`config.mk`:
```
export PLATFORM = sky130hd
export DESIGN_NAME = part_74ls169
export DESIGN_NICKNAME = d
export VERILOG_FILES = /design/src/rtl/part_74ls169.sv
export SDC_FILE = /design/constraint.sdc
export NUM_CORES = 1
export LEC_CHECK = 0
export ABC_AREA = 0
export CORE_AREA = 3 3 40 42
export CTS_BUF_LIST = sky130_fd_sc_hd__clkbuf_2 sky130_fd_sc_hd__clkbuf_4 sky130_fd_sc_hd__clkbuf_8
export DETAILED_ROUTE_END_ITERATION = 7
export DIE_AREA = 0 0 43 45
export DONT_BUFFER_PORTS = 1
export SLEW_MARGIN = 10
export SYNTH_ARGS = -nofsm -noshare
export SYNTH_HDL_FRONTEND = slang
export SYNTH_SLANG_ARGS = --single-unit
```
`constraint.sdc`:
```
create_clock -name CLK -period 1.9 [get_ports CLK]
set_clock_uncertainty 0.2 [all_clocks]
set_input_delay 0.475 -clock CLK [delete_from_list [all_inputs] [get_ports CLK]]
set_output_delay 0.475 -clock CLK [all_outputs]
set_load 0.05 [all_outputs]
```
`src/rtl/part_74ls169.sv`:
```
// Synchronous presettable up/down binary counter with active-low ripple carry (74LS169).
// Latency: one CLK from load/enable sampling to Q; RCO_N is combinational from ENT_N, U_D, Q.
// No backpressure: ENP_N/ENT_N gate counting; LS169_SYNC_CLEAR_EN adds synchronous clear CLR_N.
`default_nettype none

module part_74ls169 #(
    parameter int WIDTH = 4
) (
    input  logic             CLK,
    input  logic             RESET,
    input  logic             LOAD_N,
    input  logic             ENP_N,
    input  logic             ENT_N,
    input  logic             U_D,
`ifdef LS169_SYNC_CLEAR_EN
    input  logic             CLR_N,
`endif
    input  logic [WIDTH-1:0] D,
    output logic [WIDTH-1:0] Q,
    output logic             RCO_N
);

    logic             cnt_en;
    logic [WIDTH-1:0] cnt_nxt;
    logic [WIDTH-1:0] q_nxt;
    logic             at_term;

    assign cnt_en  = ~ENP_N & ~ENT_N;
    assign cnt_nxt = U_D ? (Q + 1'b1) : (Q - 1'b1);

    // Ternaries rather than if/else so an X on a control input merges into Q in simulation.
`ifdef LS169_SYNC_CLEAR_EN
    assign q_nxt = !CLR_N ? '0 : (!LOAD_N ? D : (cnt_en ? cnt_nxt : Q));
`else
    assign q_nxt = !LOAD_N ? D : (cnt_en ? cnt_nxt : Q);
`endif

    always_ff @(posedge CLK or posedge RESET) begin
        if (RESET)
            Q <= '0;
        else
            Q <= q_nxt;
    end

    // Terminal value depends on direction: all-ones counting up, zero counting down.
    assign at_term = U_D ? (&Q) : ~(|Q);
    assign RCO_N   = ~(~ENT_N & at_term);

endmodule

`default_nettype wire

```
==> impl_results.md <==
- Max Fclk: 0.4716 GHz
- ANT cells: 0
- Worst setup slack after layout: -0.2203 ns
- Slew Limit Fails: 0
- Routed len/inst: 12.76 um
- Residual DRC count: 0
- Final wirelength: 855 um
- Number of distinct library cells after synthesis: 22
- Synth Net Count: 54
- Critical Path Source: Q[1]$_DFFE_PP0P_
- Capture point of the critical path: RCO_N
- First-pass GRT wire length: 1435 um
- Largest net degree at the start of global routing: 13
- Detailed Place HPWL: 636.4 um
- Initial Util: 26.19%
- Commonest non-fill, non-tap cell in the layout: buf_4
- Critical Path Sink Type: output pin
- Worst EP required: 1.22 ns
- Fin crit share: 111.6%
- Ys flop type: dfrtp_1
- Design Area, Final: 485.5 um^2
- P_leak: 0.2061 nW
- Clk sinks: 4
- Layout cell share with drive strength beyond 1: 40.38%
- DR vias/cell: 5.000
- Dpl ws: -0.02851 ns
- Min Tclk post-route: 2.120 ns
- Top flop regs: Q x4
- TritonCTS clock tree: done
- Total power: 417.8 uW
- Max cap viols: 0
- Clk buf depth: 2
- Max_slew headroom: 75.93%
- #FFs+latches synth: 4
- # port buffers: 0
- FF-to-FF setup slack: 0.03 ns
- DR iter-0 viols: 0
- CP max-delay cell: or4_4
- Cell Area, Synth: 336.6 um^2
- Overall die height: 45 um
- Commonest cells after routing, fill and taps aside: 7 x buf_4, 5 x nand3_1, 4 x inv_1, 4 x clkbuf_4
- Max reg flops: 4
- # setup viols final: 1
- RR Startpoint: Q[1]$_DFFE_PP0P_
- Status: finished, violations left
- Crit Path Max Fanout: 2
- Overflow after GRT: 0
- EDFF count, synth: 0
- Endpoints failing hold: 0
- H-tree depth: 1
- Cells after synthesis: 41
- Die width: 43 um
- Synth warn: 0
- Layout area overhead: 44.24%
- Initial antenna violation count: 0
- Reg-to-Reg End: Q[3]$_DFFE_PP0P_
- Hold slack final: 0.1159 ns
- Clock root cell: clkbuf_4
- Clock Pin Slew Worst Setup and Hold Paths: 0.04 ns
- Crit Path Category: reg -> out
- Worst-margin pin slew: 0.3607 ns
- Crit-path max cell delay: 0.52 ns
- Critical Path Source Type: flop
- Placed inst area: 410.4 um^2
- I/O pin cnt: 15
- GRT Overall Usage: 10.38%
- Power per cell area: 860.7 nW/um^2
- Worst path arrival time: 1.45 ns
- Async S/R FF share, synth: 100.0%
- Core area: 1285 um^2
- Placer congestion estimate: 0.7197
- Die area: 1935 um^2
- Failing checks: negative setup slack
- Setup_tns: -0.2203 ns
- Path category of the worst min-delay check: in -> reg
- Vias: 335
- Final-stage net count: 66
- Reg2reg path depth: 6
- Number of global-route vias before repair: 333
- ANT nets after route: 0
- Register area share after synthesis: 29.74%
- Num rows: 13
- Clk Latency, worst-skew pair: 0.24 ns
- Cts bufs inserted: 3
- Synth Area per Inst: 8.209 um^2
- Top reg by flops: Q
- RSZ-0062 raised after global routing: yes
- Drt first pass iters: 1
- Worst-path cell chain: or4_4, o21ai_4, nand2b_4
- Maximum vdd ir drop: 0.3005 mV
area by class of cell:
| type | count | area (um^2) |
|---|---|---|
| multi-input combinational | 32 | 255.2 |
| inverter | 4 | 15.01 |
| timing repair buffer | 8 | 62.56 |
| fill | 135 | 799.5 |
| clock buffer | 4 | 30.03 |
| tap | 15 | 18.77 |
| sequential | 4 | 103.9 |
critical path, delay by kind of cell, from the launching register on:
family	cells	cell delay, ns
flops	1	0.39
simple gates	2	0.66
compound gates	1	0.15
power breakdown:
group | total (mW) | switching, mW | internal, mW
clock | 0.136 | 0.0425 | 0.0936
combinational | 0.170 | 0.101 | 0.0689
sequential | 0.112 | 0.0131 | 0.0989
total | 0.418 | 0.156 | 0.261
how the worst min path moves through the flow:
stage | from | endpoint | depth (start not counted)
2_1_floorplan | RESET | Q[0]$_DFFE_PP0P_ | 1
3_3_place_gp | RESET | Q[0]$_DFFE_PP0P_ | 1
3_5_place_dp | RESET | Q[0]$_DFFE_PP0P_ | 1
4_1_cts | LOAD_N | Q[0]$_DFFE_PP0P_ | 1
5_1_grt | LOAD_N | Q[0]$_DFFE_PP0P_ | 1
6_report | LOAD_N | Q[0]$_DFFE_PP0P_ | 1
cells by family (layout without fill, tap and decap cells):
family          after synthesis  after routing  synth area share, %
fa+ha+maj                     3              3                13.38
xor+xnor                      2              2                5.205
flops                         4              4                29.74
simple gates                 17             17                26.77
compound gates                9              9                15.98
buf+inv                       5             16                5.945
mux                           1              1                2.974
Yosys cell counts, types with 2 or more instances:
library cell	instances	area share [%]
nand2_1	3	3.3
nor2_1	3	3.3
a21oi_1	4	5.9
nand3_1	5	7.4
inv_1	4	4.5
dfrtp_1	4	30
xnor2_1	2	5.2
ha_1	2	7.4
what timing repair did:
item / CTS / global route
pin swaps: 2 / 1
resized for setup: 3 / 1
hold buffers: 1 / 0
endpoints found under the hold margin: 4 / 0
cloned: 0 / 0
setup buffers: 1 / 0
setup endpoints to repair: 1 / 2
routing by layer:
layer  GRT usage, %  share of wire (%)  vias up
li1               -                  -      167
met1          13.45                 45      156
met2          14.97                 48       12
met3          2.789                7.4        0
met4          7.229                  0        0
met5              0                  0        -
stage by stage:
step           cells  util (%)
2_1_floorplan     41         -
3_3_place_gp      61     31.94
3_5_place_dp      61     31.94
4_1_cts           67     37.49
5_1_grt           67     37.78
6_report          67     37.78
(Power assumes the default switching activity.)
